### config.mk
export PLATFORM = sky130hd
export DESIGN_NAME = servo_pwm_channels
export DESIGN_NICKNAME = d
export VERILOG_FILES = /design/src/rtl/servo_pwm_channels.sv
export SDC_FILE = /design/constraint.sdc
export NUM_CORES = 1
export LEC_CHECK = 0
export ABC_AREA = 1
export BUFFER_PORTS_ARGS = -buffer_cell sky130_fd_sc_hd__clkbuf_2
export CAP_MARGIN = 20
export CORE_MARGIN = 2
export CORE_UTILIZATION = 56
export CTS_CLUSTER_DIAMETER = 60
export DETAILED_ROUTE_END_ITERATION = 8
export PLACE_DENSITY = 0.76
export SLEW_MARGIN = 5
export SYNTH_ARGS = -nofsm -noshare
export SYNTH_HDL_FRONTEND = slang
export SYNTH_SLANG_ARGS = --single-unit
### constraint.sdc
create_clock -name clk -period 1.8 [get_ports clk]
set_clock_uncertainty 0.1 [all_clocks]
set_input_delay 0.18 -clock clk [delete_from_list [all_inputs] [get_ports clk]]
set_output_delay 0.18 -clock clk [all_outputs]
set_load 0.02 [all_outputs]
### src/rtl/servo_pwm_channels.sv
// servo_pwm_channels: N-channel servo pulse generator with frame-synchronous position updates
// Ports: clk/rst_n (async active-low) clock and reset; clkdiv divided tick clock (same domain);
//        wr_en/wr_ch/wr_pos shadow position write; en per-channel enable (sampled at frame boundary);
//        pwm_out registered pulses; frame_start one-cycle frame marker; wr_err bad-channel write pulse.
module servo_pwm_channels #(
    parameter int N_CH        = 8,
    parameter int CH_W        = 3,
    parameter int BASE_TICKS  = 64,
    parameter int FRAME_TICKS = 2560,
    parameter int CNT_W       = 12
) (
    input  logic            clk,
    input  logic            rst_n,
    input  logic            clkdiv,
    input  logic            wr_en,
    input  logic [CH_W-1:0] wr_ch,
    input  logic [7:0]      wr_pos,
    input  logic [N_CH-1:0] en,
    output logic [N_CH-1:0] pwm_out,
    output logic            frame_start,
    output logic            wr_err
);
    localparam logic [CNT_W-1:0] LAST = CNT_W'(FRAME_TICKS - 1);
    localparam logic [CNT_W-1:0] BASE = CNT_W'(BASE_TICKS);

    logic             clkdiv_q, tick, tick_q, wrap, boundary;
    logic [CNT_W-1:0] fcnt;
    logic [7:0]       shadow  [N_CH];
    logic [7:0]       pos_act [N_CH];
    logic [N_CH-1:0]  en_act, next_pwm;

    // clkdiv_q resets high so a divider already high at reset release is not a tick
    assign tick     = clkdiv & ~clkdiv_q;
    assign wrap     = fcnt == LAST;
    assign boundary = tick & wrap;

    always_comb begin
        next_pwm = '0;
        for (int i = 0; i < N_CH; i++)
            next_pwm[i] = en_act[i] & (fcnt < BASE + CNT_W'(pos_act[i]));
    end

    always_ff @(posedge clk or negedge rst_n) begin
        if (!rst_n) begin
            clkdiv_q    <= 1'b1;
            tick_q      <= 1'b0;
            fcnt        <= LAST;
            en_act      <= '0;
            pwm_out     <= '0;
            frame_start <= 1'b0;
            wr_err      <= 1'b0;
            for (int i = 0; i < N_CH; i++) begin
                shadow[i]  <= 8'd128;
                pos_act[i] <= 8'd0;
            end
        end else begin
            clkdiv_q    <= clkdiv;
            tick_q      <= tick;
            pwm_out     <= next_pwm;
            frame_start <= (fcnt == '0) & tick_q;
            wr_err      <= wr_en & (int'(wr_ch) >= N_CH);
            if (tick)
                fcnt <= wrap ? '0 : fcnt + 1'b1;
            // active registers take the pre-write shadow when a write lands on the boundary
            if (boundary)
                en_act <= en;
            for (int i = 0; i < N_CH; i++) begin
                if (boundary)
                    pos_act[i] <= shadow[i];
                if (wr_en && wr_ch == CH_W'(i))
                    shadow[i] <= wr_pos;
            end
        end
    end
endmodule

# After elaboration in Yosys (flattened, before gate mapping)
# Cells that the tools add are included.
# word_totals
reg_bits	159
input_bits	23
output_inout_bits	10
# op_classes
n_addsub	9
n_lt_le_gt_ge	8
eq_ne	8
n_mux	1
n_bitwise	12
n_reduce_logical	10
# op_table
cell	n
< comparator 12 x 9 -> 1 bit	8
adder 7 x 8 -> 9 bit (first input constant)	8
adder 12 x 1 -> 12 bit (second input constant)	1
== test 12 bit (second input constant)	1
== test 3 bit (second input constant)	4
zero test 12 bit	1
2-to-1 mux 12 bit	1
bitwise AND 1 bit	11
logical AND 1 bit	8
== test 3 x 2 -> 1 bit (second input constant)	2
== test 3 x 1 -> 1 bit (second input constant)	1
zero test 3 bit	1
NOT 1 bit	1

# Longest topological paths before layout
# Gate-level depths: netlist (run 1).
# depth
ltp_word	3
depth_mapped	10
depth_no_buf	10

# Worst setup path after synthesis (run 1)
# No wires, ideal clock.
# synth_path
path_type	reg-to-reg
startpoint	reg fcnt[1]
endpoint	reg pos_act[62] in the netlist's numbering
setup_time_ps	130
arrival_time_ps	1595
t_required_ps	1570
slack_ps	-25
path_stages_with_launch	10
n_path_buf	3
cell_sequence	dfstp_2 ha_1 nand3_2 nor2_4 nand3_2 buf_6 buf_6 buf_6 nand2_1 o21ai_1
# synth_between
elab_chain_cells	2
# synth_lines
element	line	text
start, declared	27	logic [CNT_W-1:0] fcnt;
start signal, assigned	63	fcnt <= wrap ? '0 : fcnt + 1'b1;
== test 12 bit	34	assign wrap = fcnt == LAST;
bitwise AND 1 bit	35	assign boundary = tick & wrap;
end signal, assigned by index	69	pos_act[i] <= shadow[i];
end, declared	29	logic [7:0] pos_act [N_CH];
# No other way between the ends.
# A chain may end at the register's enable or synchronous reset.

# Final worst setup path (run 1)
# layout_path
startpoint	reg fcnt[0]
endpoint	reg pos_act[48] in the netlist's numbering
# Same word-level chain as after synthesis.

==> qor.yml, run 1 <==
critical_path:
  crit_required_ps: 2050
  most_frequent_cell_on_the_critical_path: "sky130_fd_sc_hd__nand3_4"
  crit_path_end_kind: "flop"
  timing.critical_path.cells: "ha_4, nand3_4, nor2_4, nand3_4, buf_12, clkbuf_16, o21ai_1"
  timing.critical_path.slowest_cell_delay_ps: 560
  cp_slowest_cell: "sky130_fd_sc_hd__dfstp_2"
  timing.critical_path.from_type: "flop"
  critPathKind: "reg2reg"
  arrival_ps: 2000
  crit_fanout: 32
power_and_ir_drop:
  share_clk_of_total_power: 0.357
  sequentialPowerShare: 0.437
  internal_power_w: 0.00664
  comb_power_share: 0.206
  power_leakage_nw: 4.94
  net_switching_power_w: 0.00286
  max-vdd-ir-drop_mv: 0.729
  power.share.switching: 0.301
  power_per_cell_area_mw_per_mm2: 994
sta:
  fin_crit_sh: 0.976
  finalWorstPathRequiredPeriod_ps: 1760
  drv_slew: 0
  max_freq_mhz: 569
  tns_ps: 0
  finalHoldViolCount: 0
  relSlewSlack: 0.624
  worst-slew-pin-transition_ps: 562
  report.final.setup_viol: 0
global_routing:
  antenna_found_initial: 0
  gr-usage-all-layers: 0.236
  grt_overflow: 0
  grt_pass1_wl_mm: 29.2
  global_route.usage.met3: 0.0464
  global_route.usage.met2: 0.390
  pin_count_of_the_biggest_net_entering_global_routing: 66
  use_met1: 0.310
  gr-max-usage-layer: "met2"
  first_global_vias: 6076
final_layout:
  layout-drive-gt1-share: 0.114
  post-route-cell-area_mm2: 0.00955
  most-common-layout-cells: "sky130_fd_sc_hd__nand2_1, sky130_fd_sc_hd__inv_1, sky130_fd_sc_hd__dfrtp_1"
  n_fill_cell: 1114
  fin_nets: 1150
  fin_cells: 1246
  diodes: 0
  syn_to_final_growth_pct: 17.8
  mostFrequentLayoutCell: "sky130_fd_sc_hd__nand2_1"
floorplanning:
  starting_density_of_the_core: 0.580
  dieWidth_um: 124
  chipHeight_um: 124
  die_area_mm2: 0.0155
  core.rowCount: 43
  placeable_core_area_mm2: 0.0140
  number_of_i_o_pins: 33
route:
  route.detailed.drc: 0
  routed-via-count: 6306
  mean_routed_wirelength_per_cell_um: 14.6
  postRouteWirelength_mm: 18.2
  antenna_left: 0
  drt_first_iter_violations: 526
  drt-pass1-iter-count: 5
  post_drt_via_cell_ratio: 5.06
logic_synthesis:
  synth_seq_cells: 159
  netlist_instances: 980
  post_synth_num_cell_types: 24
  yosysSeqAreaShare: 0.493
  synth_area_mm2: 0.00811
  ys_warn_count: 0
  synth_nets: 1077
  postSynthAreaPerCell_um2: 8.28
placement:
  place_inst: 1189
  placedInstanceArea_mm2: 0.00865
  dp.final_hpwl_mm: 11.4
  gp_routability_congestion: 0.792
  port_buffers: 31
cts:
  worst_skew_pair.late_latency_ps: 440
  cts_max_level: 4
  cts_tree: "done"
  clock_sinks: 159
  max-clock-path-buffers: 2
  root_buffer: "sky130_fd_sc_hd__clkbuf_16"
  cts_made_buffers: 17
  cts.clk_slew.worst_paths_ps: 70
run:
  max_cap_viol_count: 0
hold_path:
  min_path_type: "in2async"
run_status:
  outcome: "finished clean"
## cell families after synthesis
kind of cell | Yosys count | synth area share
other cells | 1 | 0.000462
buf+inv | 234 | 0.115
simple gates | 341 | 0.168
compound gates | 167 | 0.104
xor+xnor | 4 | 0.00432
fa+ha+maj | 74 | 0.114
flops | 159 | 0.493
## synthesized netlist by cell type (all sizes together)
cell type  instances  share of area
ha                74           0.11
conb               1        0.00046
a21oi             26          0.016
nand2            267           0.12
dfstp             19          0.062
clkbuf            15         0.0069
o21ai            141          0.088
nor2              31          0.015
nand4              3         0.0023
nand3             20          0.014
nand3b             1        0.00093
dfrtp            140           0.43
xnor2              2         0.0022
buf               13          0.013
inv              206          0.095
xor2               2         0.0022
nor3              19          0.012
## timing repair
item / CTS / global route
setup buffers: 0 / 3
endpoints found under the hold margin: 64 / 0
gates resized for setup: 0 / 9
setup endpoints to repair: 0 / 7
hold buffers: 18 / 0
## per-stage QoR
step	setup WS (ps)	power, W	hold slack [ps]	utilization
after detailed placement	59.6	0.00607	69.6	0.619
after global routing	-37.8	0.0100	211	0.683
after CTS	43.0	0.00948	164	0.670
final	43.8	0.00950	166	0.683
after floorplan	10.1	0.00536	-216	-
after global placement	127	0.00598	67.8	0.619
## cell type report
class                           count  area [µm²]  area share
Tap cell                          180         225      0.0236
Timing Repair Buffer               82         792      0.0829
Clock buffer                       22         454      0.0475
Multi-Input combinational cell    587        3210       0.336
Sequential cell                   159        4000       0.419
Clock inverter                     10        91.3     0.00956
Inverter                          206         773      0.0809
## flip-flops by register name, summed over array words and instances, names as in the netlist
name and count:
shadow 64, fcnt 12, frame_start 1, clkdiv_q 1
tick_q 1, pos_act 64, pwm_out 8, en_act 8
## path summary, 6_finish.rpt
path / start / to / slack [ps] / depth (start not counted)
max in group asynchronous: rst_n / shadow[39]$_DFFE_PN1P_ / 780 / 3
max: fcnt[0]$_DFFE_PN1P_ / pos_act[48]$_DFFE_PN0P_ / 40 / 7
min in group clk: wr_ch[0] / shadow[39]$_DFFE_PN1P_ / 170 / 4
min: rst_n / shadow[26]$_DFFE_PN0P_ / 170 / 2
min reg2reg: pos_act[4]$_DFFE_PN0P_ / pos_act[4]$_DFFE_PN0P_ / 380 / 2
max reg2reg: fcnt[0]$_DFFE_PN1P_ / pos_act[48]$_DFFE_PN0P_ / 40 / 7
## worst max-delay path: cells and delay by family, from the launching register on
family / cells / cell delay (ps)
DFF: 1 / 560
AOI/OAI and AO/OA: 1 / 200
adders and majority gates: 1 / 150
buffers and inverters: 2 / 380
and+or+nand+nor: 3 / 270
## routing by layer
metal,vias up,wire length (µm)
li1,3175,-
met1,2933,8050
met2,162,8810
met3,36,908
met4,0,450
met5,-,0
## power by group through the flow
stage / Clock, W / Sequential [W] / Combinational (W)
finish: 0.00339 / 0.00415 / 0.00196
global route: 0.00359 / 0.00419 / 0.00227
CTS: 0.00341 / 0.00414 / 0.00193
detailed placement: 0 / 0.00420 / 0.00188
global placement: 0 / 0.00419 / 0.00179
floorplan: 0 / 0.00426 / 0.00110
(Power assumes the default switching activity.)
==> run 2: changes to the inputs <==
--- a/config.mk
+++ b/config.mk
@@ -13,6 +13,7 @@
 export CTS_CLUSTER_DIAMETER = 60
 export DETAILED_ROUTE_END_ITERATION = 8
 export PLACE_DENSITY = 0.76
+export REMOVE_ABC_BUFFERS = 1
 export SLEW_MARGIN = 5
 export SYNTH_ARGS = -nofsm -noshare
 export SYNTH_HDL_FRONTEND = slang
==> qor.yml, run 2 (synthesis results as in run 1) <==
placement:
  placement.setup.worst_slack_ps: 63.8  # was 59.6 ps
  dp.final_hpwl_mm: 11.0  # was 11.4 mm
  port_buffers: 31  # unchanged
  place_inst: 1185  # was 1189
  gp_routability_congestion: 0.760  # was 0.792
cts:
  max-clock-path-buffers: 2  # unchanged
  cts.clk_slew.worst_paths_ps: 60  # was 70 ps
  clock_sinks: 159  # unchanged
  cts_max_level: 4  # unchanged
  root_buffer: "sky130_fd_sc_hd__clkbuf_16"  # unchanged
  cts_tree: "done"  # unchanged
  worst_skew_pair.late_latency_ps: 430  # was 440 ps
  cts_made_buffers: 17  # unchanged
final_layout:
  largestRegisters: "pos_act (64), shadow (64), fcnt (12)"  # unchanged
  syn_to_final_growth_pct: 18.2  # was 17.8%
  fin_nets: 1150  # unchanged
  final_core_utilization: 0.685  # was 0.683
  layout-drive-gt1-share: 0.116  # was 0.114
  diodes: 0  # unchanged
  fin_cells: 1246  # unchanged
  most-common-layout-cells: "sky130_fd_sc_hd__nand2_1, sky130_fd_sc_hd__inv_1, sky130_fd_sc_hd__dfrtp_1"  # unchanged
  mostFrequentLayoutCell: "sky130_fd_sc_hd__nand2_1"  # unchanged
sta:
  fin_crit_sh: 0.992  # was 0.976
  drv_slew: 0  # unchanged
  worst-slew-pin-transition_ps: 543  # was 562 ps
  final.setup.worst_slack_ps: 15.0  # was 43.8 ps
  finalHoldWorstSlack_ps: 128  # was 166 ps
  finalHoldViolCount: 0  # unchanged
  max_freq_mhz: 560  # was 569 MHz
  finalWorstPathRequiredPeriod_ps: 1780  # was 1760 ps
  report.final.setup_viol: 0  # unchanged
  relSlewSlack: 0.637  # was 0.624
  tns_ps: 0  # unchanged
critical_path:
  timing.critical_path.from_type: "flop"  # unchanged
  timing.critical_path.cells: "ha_4, nand3_4, nor2_4, nand3_4, buf_6, clkbuf_16, nand2_1, o21ai_1"  # was ha_4, nand3_4, nor2_4, nand3_4, buf_12, clkbuf_16, o21ai_1
  cp_slowest_cell: "sky130_fd_sc_hd__dfstp_2"  # unchanged
  crit_path_end_kind: "flop"  # unchanged
  most_frequent_cell_on_the_critical_path: "sky130_fd_sc_hd__nand3_4"  # unchanged
  crit_required_ps: 2010  # was 2050 ps
  crit_buf_inv: 2  # unchanged
  arrival_ps: 1990  # was 2000 ps
  critPathKind: "reg2reg"  # unchanged
  cpLargestDelayFamily: "flip-flops"  # unchanged
  crit_fanout: 21  # was 32
  timing.critical_path.slowest_cell_delay_ps: 560  # about the same
route:
  post_drt_via_cell_ratio: 5.13  # was 5.06
  drt_first_iter_violations: 411  # was 526
  routed-via-count: 6390  # was 6306
  postRouteWirelength_mm: 18.0  # was 18.2 mm
  route.detailed.drc: 0  # unchanged
  mean_routed_wirelength_per_cell_um: 14.5  # was 14.6 µm
  drt-pass1-iter-count: 5  # unchanged
  antenna_left: 0  # unchanged
global_routing:
  first_global_vias: 5970  # was 6076
  grt_overflow: 0  # unchanged
  grt_pass1_wl_mm: 28.2  # was 29.2 mm
  gr-usage-all-layers: 0.226  # was 0.236
  antenna_found_initial: 0  # unchanged
  pin_count_of_the_biggest_net_entering_global_routing: 85  # was 66
power_and_ir_drop:
  power_per_cell_area_mw_per_mm2: 1020  # was 994 mW/mm²
  power_leakage_nw: 4.97  # was 4.94 nW
  max-vdd-ir-drop_mv: 0.804  # was 0.729 mV
run_status:
  outcome: "finished clean"  # unchanged
floorplanning:
  dieWidth_um: 124  # unchanged
  starting_density_of_the_core: 0.580  # unchanged
  die_area_mm2: 0.0155  # unchanged
  placeable_core_area_mm2: 0.0140  # unchanged
  number_of_i_o_pins: 33  # unchanged
  core.rowCount: 43  # unchanged
  chipHeight_um: 124  # unchanged
run:
  max_cap_viol_count: 0  # unchanged
hold_path:
  min_path_type: "in2async"  # unchanged
## run 2: cell count changes in the layout (fill, tap and decap cells not counted), sizes merged
cell      delta
clkinvlp     -4
clkinv       -1
bufinv       +1
inv          +4
## run 2: through the flow
step / cell area, µm² / power (W)
floorplan: 7950 / 0.00535
global placement: 8600 / 0.00600
detailed placement: 8600 / 0.00609
CTS: 9370 / 0.00979
global route: 9590 / 0.0104
finish: 9590 / 0.00979
## run 2: metal layers
metal,part of all wire,vias up,wire length (µm),GRT usage
li1,-,3187,-,-
met1,0.46,3021,8240,0.305
met2,0.47,149,8480,0.365
met3,0.054,33,975,0.0507
met4,0.018,0,331,0.0694
met5,0,-,0,0
## run 2: layout make-up
class / instances / area [µm²]
timing repair buffer: 82 / 777
sequential: 159 / 4000
inverter: 206 / 773
tap: 180 / 225
multi-input combinational: 587 / 3210
clock buffer: 22 / 474
fill: 1103 / 4400
clock inverter: 10 / 121
## run 2: path summary, 6_finish.rpt
| path | from | end | slack (ps) | depth (start not counted) |
|---|---|---|---|---|
| hold reg to reg | shadow[49]$_DFFE_PN0P_ | shadow[49]$_DFFE_PN0P_ | 390 | 2 |
| max in group asynchronous | rst_n | fcnt[4]$_DFFE_PN1P_ | 740 | 3 |
| hold / removal | rst_n | tick_q$_DFF_PN0_ | 130 | 2 |
| min in group clk | wr_ch[0] | shadow[39]$_DFFE_PN1P_ | 170 | 4 |
| setup reg to reg | fcnt[0]$_DFFE_PN1P_ | pos_act[46]$_DFFE_PN0P_ | 20 | 8 |
| setup / recovery | fcnt[0]$_DFFE_PN1P_ | pos_act[46]$_DFFE_PN0P_ | 20 | 8 |
## run 2: report_power, final
group / leakage [nW] / internal [W] / switching, W / total, W
Clock: 0.292 / 0.00217 / 0.00146 / 0.00363
Combinational: 2.62 / 0.000790 / 0.00120 / 0.00199
Sequential: 2.06 / 0.00396 / 0.000211 / 0.00417
Total: 4.97 / 0.00692 / 0.00287 / 0.00979
## run 2: repair_timing
action                                 CTS  global route
endpoints found under the hold margin  141             0
gates cloned                             0             6
buffers inserted                         0             5
hold buffers                            18             0
setup endpoints to repair                1            65
gates resized for setup                  1            11
pin swaps                                0             1
## run 2: worst register-to-register path, delay by kind of cell (launching register included)
family                     cells  cell delay [ps]
DFF                            1              560
buffers and inverters          2              370
adders and majority gates      1              160
AOI/OAI and AO/OA              1               70
and+or+nand+nor                4              420
